## src/rtl/config.sv

```systemverilog
// Shared fabric-wide defines: datapath width and the input-port FSM encodings
// used by the port, its bench and any fabric wrapper.
`ifndef PATH_WIDTH
`define PATH_WIDTH 16
`endif
`ifndef DYSER_IP_IDLE
`define DYSER_IP_IDLE 2'd0
`endif
`ifndef DYSER_IP_SEND
`define DYSER_IP_SEND 2'd1
`endif
`ifndef DYSER_IP_STARVED
`define DYSER_IP_STARVED 2'd2
`endif

```

## src/rtl/dyser_input_port_pkg.sv

```systemverilog
// Types and constants shared by the DySER input port, its FIFO and its bench.
// The guarded defines mirror config.sv so the package elaborates on its own.
`ifndef PATH_WIDTH
`define PATH_WIDTH 16
`endif
`ifndef DYSER_IP_IDLE
`define DYSER_IP_IDLE 2'd0
`endif
`ifndef DYSER_IP_SEND
`define DYSER_IP_SEND 2'd1
`endif
`ifndef DYSER_IP_STARVED
`define DYSER_IP_STARVED 2'd2
`endif

package dyser_input_port_pkg;

  localparam int PATH_W = `PATH_WIDTH;

  typedef enum logic [1:0] {
    IP_IDLE    = `DYSER_IP_IDLE,
    IP_SEND    = `DYSER_IP_SEND,
    IP_STARVED = `DYSER_IP_STARVED
  } ip_state_e;

  // State implied by the post-edge FIFO occupancy and credit count.
  function automatic ip_state_e ip_state_for(input logic fifo_nonempty,
                                             input logic have_credit);
    if (!fifo_nonempty) return IP_IDLE;
    if (have_credit)    return IP_SEND;
    return IP_STARVED;
  endfunction

endpackage

```

## src/rtl/dyser_sync_fifo.sv

```systemverilog
// Single-clock FIFO with registered count; pointers wrap modulo DEPTH
// (DEPTH is a power of two). Push when full and pop when empty are ignored.
module dyser_sync_fifo #(
  parameter int WIDTH = 16,
  parameter int DEPTH = 4
) (
  input  logic                     clk,
  input  logic                     rst_n,
  input  logic                     push_i,
  input  logic [WIDTH-1:0]         push_data_i,
  input  logic                     pop_i,
  output logic [WIDTH-1:0]         head_o,
  output logic [$clog2(DEPTH):0]   count_o,
  output logic                     full_o,
  output logic                     empty_o
);

  localparam int AW = $clog2(DEPTH);
  localparam int CW = AW + 1;

  logic [WIDTH-1:0] mem_q [DEPTH];
  logic [AW-1:0]    wr_ptr_q, wr_ptr_d;
  logic [AW-1:0]    rd_ptr_q, rd_ptr_d;
  logic [CW-1:0]    count_q, count_d;
  logic             do_push, do_pop;

  assign full_o  = (count_q == CW'(DEPTH));
  assign empty_o = (count_q == '0);
  assign count_o = count_q;
  assign head_o  = mem_q[rd_ptr_q];

  assign do_push = push_i && !full_o;
  assign do_pop  = pop_i && !empty_o;

  // NOTE: every signal assigned in always_comb gets a default first so no latch is inferred.
  always_comb begin
    wr_ptr_d = wr_ptr_q;
    rd_ptr_d = rd_ptr_q;
    count_d  = count_q;
    if (do_push) wr_ptr_d = wr_ptr_q + AW'(1);
    if (do_pop)  rd_ptr_d = rd_ptr_q + AW'(1);
    unique case ({do_push, do_pop})
      2'b10:   count_d = count_q + CW'(1);
      2'b01:   count_d = count_q - CW'(1);
      default: count_d = count_q;
    endcase
  end

  // NOTE: sequential state uses non-blocking assignments so all registers update together.
  always_ff @(posedge clk or negedge rst_n) begin
    if (!rst_n) begin
      wr_ptr_q <= '0;
      rd_ptr_q <= '0;
      count_q  <= '0;
    end else begin
      wr_ptr_q <= wr_ptr_d;
      rd_ptr_q <= rd_ptr_d;
      count_q  <= count_d;
    end
  end

  // NOTE: storage is not reset; the count guards every read, so stale entries are never visible.
  always_ff @(posedge clk) begin
    if (do_push) mem_q[wr_ptr_q] <= push_data_i;
  end

endmodule

```

## src/rtl/dyser_input_port.sv

```systemverilog
// Credit-based DySER fabric input port: buffers host words and issues one
// single-cycle token per held credit to the first switch stage.
module dyser_input_port
  import dyser_input_port_pkg::*;
#(
  parameter int DEPTH        = 4,
  parameter int INIT_CREDITS = 1,
  parameter int MAX_CREDITS  = 1
) (
  input  logic                           clk,
  input  logic                           rst_n,
  input  logic                           in_valid,
  input  logic [PATH_W-1:0]              in_data,
  output logic                           in_ready,
  input  logic                           credit_in,
  output logic                           valid_out,
  output logic [PATH_W-1:0]              data_out,
  output logic [$clog2(DEPTH):0]         fifo_count,
  output logic [$clog2(MAX_CREDITS):0]   credits,
  output logic                           starved,
  output logic                           err_credit
);

  localparam int CNT_W = $clog2(DEPTH) + 1;
  localparam int CR_W  = $clog2(MAX_CREDITS) + 1;

  logic [CNT_W-1:0]  count;
  logic [CNT_W-1:0]  count_next;
  logic [PATH_W-1:0] head;
  logic              full, empty;
  logic              push, send;

  logic [CR_W-1:0]   credits_q, credits_d;
  logic              err_q, err_d;
  logic              valid_q, valid_d;
  logic [PATH_W-1:0] data_q, data_d;
  ip_state_e         state_q, state_d;

  // in_ready depends only on the registered count; a full FIFO never accepts
  // a word even on a cycle where it also pops.
  assign in_ready = !full;
  assign push     = in_valid && !full;
  assign send     = !empty && (credits_q != '0);

  dyser_sync_fifo #(
    .WIDTH (PATH_W),
    .DEPTH (DEPTH)
  ) u_fifo (
    .clk         (clk),
    .rst_n       (rst_n),
    .push_i      (push),
    .push_data_i (in_data),
    .pop_i       (send),
    .head_o      (head),
    .count_o     (count),
    .full_o      (full),
    .empty_o     (empty)
  );

  // A returned credit at the ceiling with nothing spent saturates and flags.
  always_comb begin
    credits_d = credits_q;
    err_d     = err_q;
    unique case ({credit_in, send})
      2'b10: begin
        if (credits_q == CR_W'(MAX_CREDITS)) err_d = 1'b1;
        else                                 credits_d = credits_q + CR_W'(1);
      end
      2'b01:   credits_d = credits_q - CR_W'(1);
      default: credits_d = credits_q;
    endcase
  end

  always_comb begin
    count_next = count;
    if (push && !send)      count_next = count + CNT_W'(1);
    else if (!push && send) count_next = count - CNT_W'(1);
  end

  always_comb begin
    state_d = state_q;
    unique case (state_q)
      IP_IDLE: begin
        if (count_next != '0) state_d = ip_state_for(1'b1, credits_d != '0);
      end
      IP_SEND: begin
        if (count_next == '0)      state_d = IP_IDLE;
        else if (credits_d == '0)  state_d = IP_STARVED;
      end
      IP_STARVED: begin
        if (count_next == '0)      state_d = IP_IDLE;
        else if (credits_d != '0)  state_d = IP_SEND;
      end
      default: state_d = IP_IDLE;
    endcase
  end

  always_comb begin
    valid_d = send;
    data_d  = send ? head : data_q;
  end

  always_ff @(posedge clk or negedge rst_n) begin
    if (!rst_n) begin
      credits_q <= CR_W'(INIT_CREDITS);
      err_q     <= 1'b0;
      valid_q   <= 1'b0;
      data_q    <= '0;
      state_q   <= IP_IDLE;
    end else begin
      credits_q <= credits_d;
      err_q     <= err_d;
      valid_q   <= valid_d;
      data_q    <= data_d;
      state_q   <= state_d;
    end
  end

  assign valid_out  = valid_q;
  assign data_out   = data_q;
  assign fifo_count = count;
  assign credits    = credits_q;
  assign starved    = (state_q == IP_STARVED);
  assign err_credit = err_q;

endmodule

```

## config.mk

```make
export PLATFORM = sky130hd
export DESIGN_NAME = dyser_input_port
export DESIGN_NICKNAME = d
export VERILOG_FILES = /design/src/rtl/config.sv /design/src/rtl/dyser_input_port_pkg.sv /design/src/rtl/dyser_sync_fifo.sv /design/src/rtl/dyser_input_port.sv
export SDC_FILE = /design/constraint.sdc
export NUM_CORES = 1
export LEC_CHECK = 0
export CORE_MARGIN = 1
export CORE_UTILIZATION = 40
export DETAILED_ROUTE_END_ITERATION = 7
export PLACE_DENSITY = 0.71
export SLEW_MARGIN = 5
export SYNTH_ARGS = -nofsm -noshare
export SYNTH_HDL_FRONTEND = slang
export SYNTH_SLANG_ARGS = --single-unit
```

## constraint.sdc

```tcl
create_clock -name clk -period 3 [get_ports clk]
set_input_delay 0.45 -clock clk [delete_from_list [all_inputs] [get_ports clk]]
set_output_delay 0.45 -clock clk [all_outputs]
set_load 0.005 [all_outputs]
```

# After elaboration in Yosys (flattened, before gate mapping)
# Memories as Yosys holds them, arrays and structs flattened. A register that Yosys moved wholly into a read port is not among the register bits.
# Cells that the tools add are included.
[word_totals]
out_inout_bits = 24
memories = 1
mem_bits_rw = 64
reg_bits = 12
inputBits = 20
[mem_list]
columns = ["name", "depth", "word_bits", "rd", "rd_ports_with_merged_regs", "wr", "line", "rtl"]
rows = [
  ["u_fifo.mem_q", 4, 16, 1, 1, 1, "dyser_sync_fifo.sv:21", "logic [WIDTH-1:0] mem_q [DEPTH];"],
]
[classes]
muxes = 17
n_addsub = 6
reduce_logical = 18
eq_ne = 10
[op_table]
columns = ["operator", "count"]
rows = [
  ["2-bit 2-to-1 mux", 6],
  ["2-bit by 1-bit == test with 1-bit output, second input constant", 3],
  ["2-bit == test, second input constant", 3],
  ["1-bit logical AND", 6],
  ["3-bit logical NOT", 2],
  ["1-bit 2-to-1 mux", 6],
  ["3-bit 2-to-1 mux", 2],
  ["2-bit one-hot mux with 3 select lines", 1],
  ["3-bit one-hot mux with 2 select lines", 1],
  ["1-bit logical NOT", 5],
  ["2-bit by 1-bit adder with 2-bit output, second input constant", 2],
  ["3-bit by 1-bit adder with 3-bit output, second input constant", 1],
  ["3-bit == test, second input constant", 1],
  ["3-bit by 1-bit inequality test with 1-bit output, second input constant", 1],
  ["3-bit inequality test, second input constant", 1],
  ["3-bit AND reduction", 1],
  ["3-bit nonzero test", 1],
  ["3-bit by 1-bit subtractor with 3-bit output, second input constant", 1],
  ["2-bit logical NOT", 1],
  ["2-bit inequality test, second input constant", 1],
  ["1-bit one-hot mux with 2 select lines", 1],
  ["2-bit AND reduction", 1],
  ["2-bit nonzero test", 1],
  ["1-bit adder, second input constant", 1],
  ["1-bit subtractor, second input constant", 1],
]

# Logic depth before layout (Yosys ltp)
[depth]
word_depth = 13
ltp_mapped = 10
mapped_depth_nobuf = 9

# Modules after synthesis
# Synthesis repeated with hierarchy kept, for this count alone.
[unflattened]
cells_unflattened = 225
area_unflattened_um2 = 3717.3
[by_module_without_submodules]
columns = ["mod", "instances", "cells_per_inst", "area_each_um2"]
rows = [
  ["dyser_sync_fifo", 1, 121, 2775.2],
  ["dyser_input_port", 1, 104, 942.2],
]

# Worst setup path before layout
# Ideal clock, no wire load.
[synth_path]
kind = "register -> register"
start = "register u_fifo.count_q[0] (netlist: u_fifo.count_o[0])"
end = "register state_q[1]"
arrival_time_ps = 1921
slack_ps = 978
setup_ps = 101
stages_incl_launch_ff = 11
path_cell_list = "dfrtp_1 -> inv_1 -> ha_1 -> nand2b_1 -> nand2_1 -> inv_2 -> buf_6 -> ha_1 -> a211oi_1 -> a21oi_1 -> nor4_1"
[synth_between]
elab_chain_len = 11
word_cells_on_any_way = 31
cone_classes = "add/sub (2); eq/ne (6); mux (11); reduce/logical (12)"
[synth_lines]
columns = ["element", "line", "rtl"]
rows = [
  ["start, declared", "dyser_sync_fifo.sv:24", "logic [CW-1:0] count_q, count_d;"],
  ["start signal, assigned", "dyser_sync_fifo.sv:58", "count_q <= count_d;"],
  ["3-bit logical NOT (*)", "dyser_sync_fifo.sv:28", "assign empty_o = (count_q == '0);"],
  ["1-bit logical NOT (*)", "dyser_input_port.sv:43", "assign send = !empty && (credits_q != '0);"],
  ["1-bit logical AND (*)", "dyser_input_port.sv:43", ""],
  ["via send", "dyser_input_port.sv:31", "logic push, send;"],
  ["2-bit by 1-bit == test with 1-bit output / 2-bit == test (equally long branches)", "dyser_input_port.sv:64", "unique case ({credit_in, send})"],
  ["1-bit one-hot mux with 2 select lines (*)", "dyser_input_port.sv:64", ""],
  ["via credits_d", "dyser_input_port.sv:33", "logic [CR_W-1:0] credits_q, credits_d;"],
  ["1-bit 2-to-1 mux", "dyser_input_port_pkg.sv:30", "if (have_credit) return IP_SEND;"],
  ["1-bit 2-to-1 mux", "dyser_input_port.sv:84", "if (count_next != '0) state_d = ip_state_for(1'b1, credits_d != '0);"],
  ["1-bit 2-to-1 mux", "dyser_input_port.sv:82", "unique case (state_q)"],
  ["2-bit 2-to-1 mux", "dyser_input_port_pkg.sv:31", "return IP_STARVED;"],
  ["2-bit 2-to-1 mux", "dyser_input_port.sv:84", ""],
  ["2-bit one-hot mux with 3 select lines", "dyser_input_port.sv:82", ""],
  ["end signal, assigned", "dyser_input_port.sv:115", "state_q <= state_d;"],
  ["end, declared", "dyser_input_port.sv:37", "ip_state_e state_q, state_d;"],
]
# The timed path passes the listed nets; every way through them passes the cells marked *. The select of a mux whose other input is x is not followed.
# A chain may end at the register's enable or synchronous reset.

# Worst setup path after layout
[layout_path]
start = "register u_fifo.count_q[0] (netlist: u_fifo.count_o[0])"
end = "output port in_ready"
[layout_between]
elab_chain_len = 2
[layout_lines]
columns = ["element", "line", "rtl"]
rows = [
  ["3-bit == test", "dyser_sync_fifo.sv:27", "assign full_o = (count_q == CW'(DEPTH));"],
  ["1-bit logical NOT", "dyser_input_port.sv:41", "assign in_ready = !full;"],
  ["end, declared", "dyser_input_port.sv:14", "output logic in_ready,"],
]
# Every way passes these cells.

==> metrics.md <==
| Metric | Value |
|---|---|
| Status | finished with violations |
| Failing checks | DRC |
| RSZ-0062 raised after global routing | no |
| Worst setup EP type | primary output |
| Final worst-path cycle share | 77.1% |
| Pin count of the biggest net entering global routing | 29 |
| Die height | 98.2 um |
| VDD IR-drop max | 0.322 mV |
| Hold Vio Cnt, Final | 0 |
| DRT antenna net count | 0 |
| Vias in the first global route | 1,920 |
| Vias per cell | 5.02 |
| Hold buffers post-CTS | 0 |
| Antenna violations before repair | 0 |
| Clk slew on worst S/H paths | 0.09 ns |
| Crit path max fanout | 7 |
| DP Cell Count | 341 |
| Initial Util | 41.8% |
| Wire per inst | 17.0 um |
| DRT iter0 DRCs | 68 |
| Commonest non-fill, non-tap cells in the layout | 64 x edfxtp_1, 43 x clkdlybuf4s50_1, 27 x dfrtp_1 |
| Slew @ Worst Pin | 0.780 ns |
| R2R Path End | state_q[0] |
| P_int | 3.04 mW |
| Post-synthesis compound-gate area fraction | 1.32% |
| Largest family of logic cells by synthesized area | multiplexers |
| Req. time, crit path | 2.55 ns |
| TNS Setup | 0 ns |
| Pre-antenna DRT Iters | 8 |
| Switching part of the total | 30.2% |
| Synth Area in Adders | 3.38% |
| Inserted Diodes | 0 |
| DRC viols | 2 |
| Sequential power share | 46.2% |
| Post-Synth Simple-Gate Area | 3.86% |
| Seq cells post-synth | 92 |
| Combinational power share | 36.9% |
| Tmin final | 2.31 ns |
| Post-synthesis net count | 218 |
| Share of total power in the clock network | 16.8% |
| CTS resizes | 0 |
| Row cnt | 34 |
| H-tree depth | 3 |
| Register area | 2620 sq um |
| IO buf count | 43 |
| Critical R2R Launch | u_fifo.count_o[0] |
| Startpoint Class | flip-flop |
| Share of synthesized area spent on multiplexers | 16.5% |
| # clock sinks | 92 |
| Final net count | 274 |
| Dpl hpwl | 3880 um |
| Via count | 1,792 |
| Min-delay src | err_credit |
| Synth Area in XOR/XNOR | 1.66% |
| Core area | 8850 sq um |
| Postcts setup bufs | 0 |
| CTS tree | yes |
| Clock Skew | 0.00934 ns |
| Crit path DAT | 1.86 ns |
| Mapped Cells | 188 |
| Fmax | 0.432 GHz |
| Area delta synth->final | 20.1% |
| # setup viols final | 0 |
| CTS buffer count | 9 |
| Total grt overflow | 0 |
| Worst Hold End | err_credit |
| Worst skew pair latency | 0.36 ns |
| DRT Wirelength | 6060 um |
| Tightest Hold Check Type | flip-flop to flip-flop |
| Worst slack, placed | 0.846 ns |
| Crit Path Class | flip-flop to primary output |
| Net switching power | 1.31 mW |
| Clock buffer depth | 2 |
| Die area | 9640 sq um |
| Share of layout cells above drive strength 1 | 19.7% |
| GRT Overall Usage | 14.2% |
| Max Cap Viol | 0 |
| Root Driver | clkbuf_8 |
| Post-route setup slack | 0.688 ns |
| Area of the multi-input gates | 988 sq um |
| Synthesized area | 3700 sq um |
| Top-Level Pins | 44 |
| R2R depth | 9 |
| Pleak | 1.64 nW |
| Cell Pwr Density | 980 nW/um^2 |
| Gpl congestion | 0.775 |
| Fin. max-slew vios | 0 |
| Filler cells | 735 |
| First-pass GRT wire length | 10,100 um |
| Most common cell after layout, fill and taps aside | edfxtp_1 |
| Avg Cell Area, Syn | 19.7 sq um |
| Register area share after synthesis | 70.9% |
| Slew headroom | 48.0% |
| Reg-to-reg slack, setup | 0.85 ns |
| Worst hold path depth | 1 |
| Final Non-Filler Cells | 357 |
| Die X | 98.2 um |
| Synth warn | 0 |
| Yosys cell types | 35 |
## state kept, by name, summed over array words and instances (netlist names)
register and flops:
err_credit 1, u_fifo.count_o 3, u_fifo.rd_ptr_q 2, u_fifo.mem_q 64, data_out 16, state_q 2, credits 1, valid_out 1
u_fifo.wr_ptr_q 2
## cell type report
type | count | share of cell area (%)
Clock buffer | 9 | 2.79
Clock inverter | 7 | 1.15
Inverter | 8 | 0.676
Multi-Input combinational cell | 82 | 22.2
Sequential cell | 92 | 59.1
Tap cell | 108 | 3.04
Timing Repair Buffer | 51 | 11.0
## power groups by stage
stage          Clock [mW]  Combinational (mW)  Sequential (mW)
5_1_grt             0.798                1.77             2.07
6_report            0.732                1.61             2.01
2_1_floorplan           0                1.14             1.92
3_3_place_gp            0                1.59             2.04
4_1_cts             0.747                1.64             2.02
3_5_place_dp            0                1.63             2.05
## per-layer routing
metal / global-route usage [%] / vias up / wire, um
met5: 0 / - / 0
met1: 18.2 / 904 / 2750
met3: 2.72 / 9 / 184
met2: 23.7 / 34 / 3020
met4: 6.20 / 0 / 114
li1: - / 845 / -
## worst max-delay path, stage by stage (launching register included)
cell             delay (ns)
dfrtp_1                0.47
inv_1                  0.09
ha_1                   0.27
nand2_1                0.16
clkdlybuf4s50_1        0.52
## cell usage after synthesis
cell type | n | area, sq um
mux2i_1 | 1 | 10.0
xnor2_1 | 6 | 52.6
and3_1 | 4 | 25.0
buf_12 | 1 | 20.0
dfrtp_1 | 27 | 676
a31oi_1 | 1 | 6.26
mux4_1 | 8 | 210
buf_2 | 2 | 10.0
or4bb_1 | 1 | 11.3
dfstp_2 | 1 | 26.3
a21o_1 | 1 | 7.51
nand3_1 | 1 | 5.00
mux2_2 | 8 | 90.1
inv_2 | 1 | 3.75
mux4_2 | 8 | 180
nor2_1 | 1 | 3.75
nor2b_1 | 1 | 6.26
and4b_1 | 1 | 10.0
o211ai_1 | 1 | 7.51
buf_6 | 2 | 22.5
a211oi_1 | 1 | 7.51
o21ai_0 | 3 | 15.0
clkbuf_1 | 1 | 3.75
nand2_1 | 6 | 22.5
and2_1 | 1 | 6.26
xor2_1 | 1 | 8.76
mux2_4 | 8 | 120
edfxtp_1 | 64 | 1920
a21oi_1 | 1 | 5.00
inv_1 | 7 | 26.3
ha_1 | 10 | 125
or3_1 | 1 | 6.26
nor4_1 | 3 | 18.8
nor4b_1 | 1 | 8.76
nand2b_1 | 3 | 18.8
## through the flow
stage          cell area (sq um)  power, mW  hold WS (ns)  util (%)
2_1_floorplan               3700       3.06         0.154         -
3_3_place_gp                4270       3.63         0.440      48.2
3_5_place_dp                4270       3.68         0.443      48.2
4_1_cts                     4440       4.41         0.464      50.2
5_1_grt                     4440       4.64         0.478      50.2
6_report                    4440       4.35         0.464      50.2
## worst max path at each step
stage                                  from  depth (start not counted)                end  slack (ns)
after floorplan           u_fifo.count_o[0]                         10         state_q[1]        0.98
after global placement             in_valid                          7  u_fifo.count_o[2]        0.94
after detailed placement  u_fifo.count_o[0]                          9         state_q[1]        0.85
after CTS                 u_fifo.count_o[0]                          4           in_ready        0.67
after global routing      u_fifo.count_o[0]                          4           in_ready        0.55
final                     u_fifo.count_o[0]                          4           in_ready        0.69
## cells by family after synthesis
logic type / after synthesis
buf+inv: 14
xor+xnor: 7
compound gates: 8
flops: 92
simple gates: 24
mux: 33
fa+ha+maj: 10
No activity file was read; power rests on OpenSTA's default activity.
